`src/rtl/datapath_control_unit.sv`:
```
// Hardwired T-state sequencer driving every strobe of the 32-bit bus datapath.
// Optional SINGLE_STEP_EN adds a step input that releases one instruction per pulse from T0.
module datapath_control_unit #(
  parameter int MEM_TIMEOUT = 255
) (
  input  logic        clock,
  input  logic        clear,
  input  logic        run,
`ifdef SINGLE_STEP_EN
  input  logic        step,
`endif
  input  logic [31:0] ir,
  input  logic        mem_ready,
  output logic [15:0] reg_in,
  output logic [15:0] reg_out,
  output logic        hi_in,
  output logic        lo_in,
  output logic        hi_out,
  output logic        lo_out,
  output logic        zhigh_in,
  output logic        zlow_in,
  output logic        zhigh_out,
  output logic        zlow_out,
  output logic        pc_in,
  output logic        pc_out,
  output logic        mdr_in,
  output logic        mdr_out,
  output logic        mar_in,
  output logic        ir_in,
  output logic        y_in,
  output logic        cse_out,
  output logic        md_mux_read,
  output logic [12:0] alu_sel,
  output logic        inc_pc,
  output logic        mem_read,
  output logic        mem_write,
  output logic        halted,
  output logic        timeout_err
);

  typedef enum logic [3:0] {T0, T1, T2, T3, T4, T5, T6, T7, HALT} state_t;

  typedef struct packed {
    logic [15:0] reg_in;
    logic [15:0] reg_out;
    logic        hi_in, lo_in, hi_out, lo_out;
    logic        zhigh_in, zlow_in, zhigh_out, zlow_out;
    logic        pc_in, pc_out, mdr_in, mdr_out, mar_in, ir_in, y_in, cse_out;
    logic        md_mux_read;
    logic [12:0] alu_sel;
    logic        inc_pc, mem_read, mem_write, halted, timeout_err;
  } ctl_t;

  localparam int CW = (MEM_TIMEOUT > 1) ? $clog2(MEM_TIMEOUT) : 1;
  localparam logic [CW-1:0] TO_LAST = CW'((MEM_TIMEOUT > 0) ? MEM_TIMEOUT - 1 : 0);

  state_t        state, state_nx;
  logic [CW-1:0] wait_cnt;
  logic          err;
  ctl_t          ctl, ctl_q;

  logic [4:0]  op;
  logic [15:0] ra_oh, rb_oh, rc_oh;
  logic [12:0] alu_op;
  logic        is_r, is_md, is_un, is_addi, is_ld, is_st;
  logic        go, wait_st, timed_out;
  logic        unused_c;

  assign op      = ir[31:27];
  assign ra_oh   = 16'(1) << ir[26:23];
  assign rb_oh   = 16'(1) << ir[22:19];
  assign rc_oh   = 16'(1) << ir[18:15];
  assign alu_op  = 13'(1) << op;
  assign unused_c = ^ir[14:0];

  assign is_r    = (op <= 5'd8);
  assign is_md   = (op == 5'd9) || (op == 5'd10);
  assign is_un   = (op == 5'd11) || (op == 5'd12);
  assign is_addi = (op == 5'd13);
  assign is_ld   = (op == 5'd14);
  assign is_st   = (op == 5'd15);

`ifdef SINGLE_STEP_EN
  assign go = run & step;
`else
  assign go = run;
`endif

  assign wait_st   = (state == T1) || (state == T6 && is_ld) || (state == T7 && is_st);
  assign timed_out = (MEM_TIMEOUT != 0) && wait_st && !mem_ready && (wait_cnt == TO_LAST);

  always_ff @(posedge clock) begin
    if (clear) begin
      state    <= T0;
      wait_cnt <= '0;
      err      <= 1'b0;
    end else begin
      state    <= state_nx;
      wait_cnt <= (wait_st && state_nx == state) ? wait_cnt + CW'(1) : '0;
      if (timed_out) err <= 1'b1;
    end
  end

  always_comb begin
    state_nx = state;
    case (state)
      T0: if (go) state_nx = T1;
      T1: if (timed_out) state_nx = HALT; else if (mem_ready) state_nx = T2;
      T2: state_nx = T3;
      T3: begin
        if (is_r || is_md || is_un || is_addi || is_ld || is_st) state_nx = T4;
        else if (op == 5'd31)                                    state_nx = HALT;
        else                                                     state_nx = T0;
      end
      T4: state_nx = is_un ? T0 : T5;
      T5: state_nx = (is_md || is_ld || is_st) ? T6 : T0;
      T6: begin
        if (is_ld)      state_nx = timed_out ? HALT : (mem_ready ? T7 : T6);
        else if (is_st) state_nx = T7;
        else            state_nx = T0;
      end
      T7: begin
        if (is_st) state_nx = timed_out ? HALT : (mem_ready ? T0 : T7);
        else       state_nx = T0;
      end
      HALT:    state_nx = HALT;
      default: state_nx = T0;
    endcase
  end

  always_comb begin
    ctl             = '0;
    ctl.halted      = (state == HALT);
    ctl.timeout_err = err;
    case (state)
      T0: if (go) begin
        ctl.pc_out = 1'b1; ctl.mar_in = 1'b1; ctl.inc_pc = 1'b1; ctl.zlow_in = 1'b1;
      end
      T1: begin
        ctl.zlow_out = 1'b1; ctl.pc_in = 1'b1; ctl.mem_read = 1'b1;
        ctl.md_mux_read = 1'b1; ctl.mdr_in = mem_ready;
      end
      T2: begin ctl.mdr_out = 1'b1; ctl.ir_in = 1'b1; end
      T3: begin
        if (is_md) begin
          ctl.reg_out = ra_oh; ctl.y_in = 1'b1;
        end else if (is_un) begin
          ctl.reg_out = rb_oh; ctl.alu_sel = alu_op; ctl.zlow_in = 1'b1;
        end else if (is_r || is_addi || is_ld || is_st) begin
          ctl.reg_out = rb_oh; ctl.y_in = 1'b1;
        end
      end
      T4: begin
        if (is_r) begin
          ctl.reg_out = rc_oh; ctl.alu_sel = alu_op; ctl.zlow_in = 1'b1;
        end else if (is_md) begin
          ctl.reg_out = rb_oh; ctl.alu_sel = alu_op; ctl.zhigh_in = 1'b1; ctl.zlow_in = 1'b1;
        end else if (is_un) begin
          ctl.zlow_out = 1'b1; ctl.reg_in = ra_oh;
        end else begin
          // addi, ld and st share the base+offset add
          ctl.cse_out = 1'b1; ctl.alu_sel = 13'd1; ctl.zlow_in = 1'b1;
        end
      end
      T5: begin
        ctl.zlow_out = 1'b1;
        if (is_md)              ctl.lo_in  = 1'b1;
        else if (is_ld || is_st) ctl.mar_in = 1'b1;
        else                    ctl.reg_in = ra_oh;
      end
      T6: begin
        if (is_md) begin
          ctl.zhigh_out = 1'b1; ctl.hi_in = 1'b1;
        end else if (is_ld) begin
          ctl.mem_read = 1'b1; ctl.md_mux_read = 1'b1; ctl.mdr_in = mem_ready;
        end else if (is_st) begin
          ctl.reg_out = ra_oh; ctl.mdr_in = 1'b1;
        end
      end
      T7: begin
        if (is_ld) begin
          ctl.mdr_out = 1'b1; ctl.reg_in = ra_oh;
        end else if (is_st) begin
          ctl.mem_write = 1'b1;
        end
      end
      default: ;
    endcase
  end

  // clear silences every output in the cycle it is asserted
  assign ctl_q = clear ? '0 : ctl;
  assign {reg_in, reg_out, hi_in, lo_in, hi_out, lo_out, zhigh_in, zlow_in, zhigh_out,
          zlow_out, pc_in, pc_out, mdr_in, mdr_out, mar_in, ir_in, y_in, cse_out,
          md_mux_read, alu_sel, inc_pc, mem_read, mem_write, halted, timeout_err} = ctl_q;

endmodule
```
`config.mk`:
```
export PLATFORM = sky130hd
export DESIGN_NAME = datapath_control_unit
export DESIGN_NICKNAME = d
export VERILOG_FILES = /design/src/rtl/datapath_control_unit.sv
export SDC_FILE = /design/constraint.sdc
export NUM_CORES = 1
export LEC_CHECK = 0
export ABC_AREA = 1
export ABC_CLOCK_PERIOD_IN_PS = 3200
export BUFFER_PORTS_ARGS = -buffer_cell sky130_fd_sc_hd__buf_2
export CAP_MARGIN = 20
export CELL_PAD_IN_SITES_DETAIL_PLACEMENT = 1
export CELL_PAD_IN_SITES_GLOBAL_PLACEMENT = 1
export CORE_ASPECT_RATIO = 1.2
export CORE_UTILIZATION = 33
export DETAILED_ROUTE_END_ITERATION = 8
export PLACE_DENSITY_LB_ADDON = 0.1
export REMOVE_ABC_BUFFERS = 1
export SYNTH_ARGS = -nofsm -noshare
export SYNTH_HDL_FRONTEND = slang
export SYNTH_SLANG_ARGS = --single-unit
```
`constraint.sdc`:
```
create_clock -name clock -period 3.2 [get_ports clock]
set_input_delay 0.48 -clock clock [delete_from_list [all_inputs] [get_ports clock]]
set_output_delay 0.48 -clock clock [all_outputs]
set_load 0.03 [all_outputs]
```
==> results of run 1 <==
## layer usage
metal / global-route usage [%] / up-vias / share of wire (%)
met2: 51.4 / 61 / 54
met5: 0 / - / 0
met4: 6.97 / 0 / 2.4
li1: - / 1648 / -
met3: 0.966 / 14 / 2.0
met1: 29.7 / 1537 / 42
## worst min path at each step
stage	cells past startpoint	slack, ns	startpoint	to
after floorplan	1	0.43	wait_cnt[0]	wait_cnt[0]
after global placement	1	0.44	wait_cnt[0]	wait_cnt[0]
after detailed placement	1	0.45	wait_cnt[0]	wait_cnt[0]
after CTS	1	0.47	wait_cnt[0]	wait_cnt[0]
after global routing	1	0.48	wait_cnt[0]	wait_cnt[0]
final	1	0.46	wait_cnt[0]	wait_cnt[0]
## cells by family after synthesis
| family | count (synthesis) |
|---|---|
| buffers and inverters | 89 |
| adder cells (fa/ha/maj) | 2 |
| flip-flops | 13 |
| AO/OA/AOI/OAI | 72 |
| XOR/XNOR | 6 |
| other | 1 |
| AND/OR/NAND/NOR | 282 |
## power breakdown
part | switching, mW | leakage [nW] | total, mW | internal (mW)
sequential | 0.00464 | 0.105 | 0.170 | 0.165
combinational | 0.147 | 1.31 | 0.197 | 0.0500
clock | 0.0662 | 0.0228 | 0.155 | 0.0883
## cell usage after synthesis (5+ instances only)
library cell / n / share of area (%)
nor2_1: 87 / 14
nand2_1: 116 / 18
inv_2: 7 / 1.1
buf_2: 5 / 1.1
nor3_1: 11 / 2.3
nand4_1: 15 / 4.0
clkbuf_1: 9 / 1.4
o21ai_0: 31 / 6.5
o22ai_1: 10 / 2.6
nand3_1: 33 / 7.0
dfxtp_1: 13 / 11
a21oi_1: 20 / 4.2
buf_4: 6 / 1.9
inv_1: 56 / 8.9
## worst max-delay path, stage by stage (launching register included)
cell and delay, ns:
dfxtp_1 0.33, inv_2 0.10, nand2_1 0.10, inv_2 0.09, nand2_1 0.13, nor3_1 0.16
inv_1 0.15, nand3_2 0.13, clkinv_1 0.28, a31oi_1 0.31, buf_2 0.24
## through the flow
stage	area (um2)	total power, mW	TNS [ns]	worst slack, ns
2_1_floorplan	2250	0.286	-0.0463	-0.0463
3_3_place_gp	2830	0.367	0	0.476
3_5_place_dp	2830	0.370	0	0.481
4_1_cts	2880	0.524	0	0.435
5_1_grt	2880	0.552	0	0.154
6_report	2880	0.521	0	0.439
## layout make-up
cell class / count / area, um2 / area share [%]
inverter: 66 / 248 / 8.61
sequential: 13 / 260 / 9.04
clock buffer: 4 / 45.0 / 1.57
timing repair buffer: 91 / 470 / 16.3
multi-input combinational: 364 / 1750 / 60.7
tap: 87 / 109 / 3.78
## sequential cells by signal, indices dropped and copies added, names as in the netlist
| name | count |
|---|---|
| err | 1 |
| wait_cnt | 8 |
| state | 4 |
==> reports/metrics.cfg, run 1 <==
[run_status]
status=complete, no violations

[grt]
grt_use_total_pct=26.0
grt_first_pass_wirelength_um=15400
grt_overflow=0
antenna_found_initial=0
grt_start_max_net_pins=25
first_global_vias=3159

[min_path]
min_path_type=reg -> reg

[worst_setup_path]
r2r_cells=9
startpoint_type=register
cp-end-kind=output port
rr_endpoint=wait_cnt[7]
critPathKind=reg -> out
r2r_slack_ns=1.33
required_ns=2.72
r2r_start=state[1]
worstPathArrival_ns=2.28
cp_max_fo=9
worstSetupEndpoint=reg_out[2]
startpoint=state[3]

[synthesis]
synth_fa_ha_area_share_pct=1.05
ys_seq_area_share_pct=11.0
synth-main-ff-cell=dfxtp_1
synth_cells=465
synthMuxAreaShare_pct=0
synth_compound_area_share_pct=17.3
synth-xor-area-share_pct=2.21
synth-edff-count=0
syn_area_mm2=0.00237
synthArstFlopShare_pct=0
synth_top_family_by_area=simple AND/OR/NAND/NOR gates
avgSynthCellArea_um2=5.10
yosysUniqueCellTypes=37
ys_seq_elements=13
synth_warnings=0
synthSimpleGateAreaFrac_pct=52.7

[sta]
finalSetupViolCount=0
fin_skew_ns=0.00433
post-route-period-util_pct=86.3
fmax_ghz=0.362
relSlewSlack_pct=64.5
period_needed_ns=2.76
report.final.slew_viol_count=0
whs_ns=0.457
rsz0062_at_grt=no
hold_viol_final=0
worst_pin_slew_ns=0.518

[cts]
insertion_delay_ns=0.25
clk_path_buf_depth=2
cts_tree=done
htreeDepth=1
postCtsHoldBufs=0
cts_num_sinks=13
cts_resized=0
clock-root-buffer=clkbuf_8
cts_setup_buffers=0
path_clk_slew_ns=0.06
cts_buffers=3

[detailed_routing]
wire_per_inst_um=15.4
drtIter0Drc=120
routed_wl_um=9610
firstDrtPassIters=4
ant_nets=0
drc=0
vias_per_cell=5.22
vias=3260

[finish]
syn2layout_area_growth_pct=21.2
drive_gt1_share_pct=21.9
final_util_pct=41.7
nNetsFinal=577
fill_cells=1036
fin_cells=625
n_antenna_cell=0
final_common_cell=nand2_1
final_cell_mix=nand2_1, nor2_1, buf_2, inv_1, nand3_1

[power]
ir_worst_vdd_mv=0.197
pwr_density_cell_mw_per_mm2=181
leakagePower_nw=1.44

[floorplan]
io_pins=103
row_count=33
die_x_um=79.4
dieArea_mm2=0.00754
initial_core_util_pct=34.4
dieHeight_um=94.9
core_mm2=0.00690

[placement]
port_buffers=85
gp_congestion=0.854
dp_hpwl_um=7700
dp_cells=621

[job]
maxCapViolations=0

No activity file was read; power rests on OpenSTA's default activity.
==> inputs of run 2 (changes only) <==
--- a/config.mk
+++ b/config.mk
@@ -15,6 +15,7 @@
 export CORE_UTILIZATION = 33
 export DETAILED_ROUTE_END_ITERATION = 8
 export PLACE_DENSITY_LB_ADDON = 0.1
+export RECOVER_POWER = 50
 export REMOVE_ABC_BUFFERS = 1
 export SYNTH_ARGS = -nofsm -noshare
 export SYNTH_HDL_FRONTEND = slang
==> reports/metrics.cfg, run 2 (same netlist as run 1, synthesis figures left out) <==
[worst_setup_path]
worstPathArrival_ns=2.42  ; +0.14 ns
cp-end-kind=output port
critPathKind=in -> out
worstPathCellList=clkbuf_1 > nand3_2 > nor2_1 > nand2_1 > inv_1 > nand2_1 > a31oi_1 > buf_2
cp_num_buf_inv=3  ; -2
startpoint_type=input pin
required_ns=2.72  ; about the same
cp_max_fo=12  ; +3
max_stage_delay_ns=0.37  ; +0.04 ns
crit_family=simple AND/OR/NAND/NOR gates
crit_top_cell=nand2_1
cp_slowest_cell=nand2_1

[finish]
n_antenna_cell=0  ; unchanged
final_cell_area_mm2=0.00283  ; -1.7%
reg_top3=wait_cnt: 8 flops, state: 4 flops, err: 1 flops
final_cell_mix=nand2_1, nor2_1, buf_2, inv_1, nand3_1
regMostFlops=wait_cnt
final_util_pct=41.0  ; -0.71 points
nNetsFinal=577  ; unchanged
syn2layout_area_growth_pct=19.2
drive_gt1_share_pct=16.2  ; -5.8 points
fill_cells=1045  ; +0.87%
final_common_cell=nand2_1
largest_register_ffs=8  ; unchanged

[grt]
grt_start_max_net_pins=25  ; unchanged
grt_first_pass_wirelength_um=15400  ; unchanged
grt_use_total_pct=26.0  ; unchanged
first_global_vias=3159  ; unchanged
grt_overflow=0  ; unchanged
antenna_found_initial=0  ; unchanged

[floorplan]
row_count=33  ; unchanged
die_x_um=79.4  ; unchanged
io_pins=103  ; unchanged
initial_core_util_pct=34.4  ; unchanged
core_mm2=0.00690  ; unchanged
dieArea_mm2=0.00754  ; unchanged
dieHeight_um=94.9  ; unchanged

[cts]
clock-root-buffer=clkbuf_8
cts_buffers=3  ; unchanged
insertion_delay_ns=0.25  ; about the same
postCtsHoldBufs=0  ; unchanged
cts_resized=0  ; unchanged
htreeDepth=1  ; unchanged
cts_setup_buffers=0  ; unchanged
cts_num_sinks=13  ; unchanged
cts_tree=done
clk_path_buf_depth=2  ; unchanged
path_clk_slew_ns=0.06  ; about the same

[sta]
worst_pin_slew_ns=0.610  ; +0.0914 ns
post-route-period-util_pct=90.5  ; +4.2 points
hold_viol_final=0  ; unchanged
finalSetupViolCount=0  ; unchanged
relSlewSlack_pct=59.3  ; -5.2 points
period_needed_ns=2.90  ; +0.135 ns
rsz0062_at_grt=no
report.final.slew_viol_count=0  ; unchanged
tns_ns=0  ; unchanged
fin_skew_ns=0.00453  ; +0.000196 ns
setup_ws_ns=0.304  ; -0.135 ns
fmax_ghz=0.345  ; -4.6%

[detailed_routing]
vias_per_cell=5.21  ; about the same
firstDrtPassIters=4  ; unchanged
routed_wl_um=9580  ; -0.29%
wire_per_inst_um=15.3  ; -0.29%
drc=0  ; unchanged
vias=3259  ; -0.031%
drtIter0Drc=118  ; -1.7%
ant_nets=0  ; unchanged

[run_status]
status=complete, no violations

[placement]
port_buffers=85  ; unchanged
place_area_mm2=0.00283  ; unchanged
place_ws_ns=0.481  ; unchanged
gp_congestion=0.854  ; unchanged
dp_hpwl_um=7700  ; unchanged

[power]
ir_worst_vdd_mv=0.194  ; -1.6%
leakagePower_nw=1.34  ; -6.9%
pwr_density_cell_mw_per_mm2=182  ; +0.71%

[job]
maxCapViolations=0  ; unchanged

[min_path]
min_path_type=reg -> reg

## run 2: worst reg2reg max path, cell delays in order, from the launching register on
cell     delay (ns)
dfxtp_1        0.33
inv_2          0.10
nand2_1        0.09
inv_1          0.12
nand2_1        0.10
inv_1          0.47
nand2_1        0.19
nand2_1        0.11
nor2_1         0.09
nand3_1        0.09
nand3_1        0.27
nor2_1         0.18
## run 2: cell type report
type	instances	area, um2	share of cell area, %
repair buffers	91	442	15.6
flip-flops and latches	13	260	9.20
clock buffers	4	45.0	1.59
inverters	66	248	8.76
multi-input cells	364	1730	61.0
well taps	87	109	3.85
## run 2: final timing paths
kind | from | endpoint | cells past startpoint | slack [ns]
min | wait_cnt[0] | wait_cnt[0] | 1 | 0.46
max reg2reg | state[3] | wait_cnt[7] | 11 | 0.99
max | ir[29] | reg_out[2] | 8 | 0.30
min reg2reg | wait_cnt[0] | wait_cnt[0] | 1 | 0.46
## run 2: routing by layer
layer / wire (um) / global-route usage, %
met1: 4000 / 29.7
met2: 5150 / 51.4
met3: 200 / 0.966
met4: 229 / 6.97
met5: 0 / 0
## run 2: where the power goes
part           internal, mW  switching, mW  total, mW
Combinational        0.0466          0.145      0.191
Clock                0.0883         0.0665      0.155
Sequential            0.165        0.00454      0.170
Total                 0.300          0.216      0.516
## run 2: stage by stage
stage          cells  hold WS [ns]  power, mW
4_1_cts          625         0.466      0.524
3_3_place_gp     621         0.443      0.367
2_1_floorplan    443         0.430      0.286
6_report         625         0.457      0.516
3_5_place_dp     621         0.452      0.370
5_1_grt          625         0.478      0.547
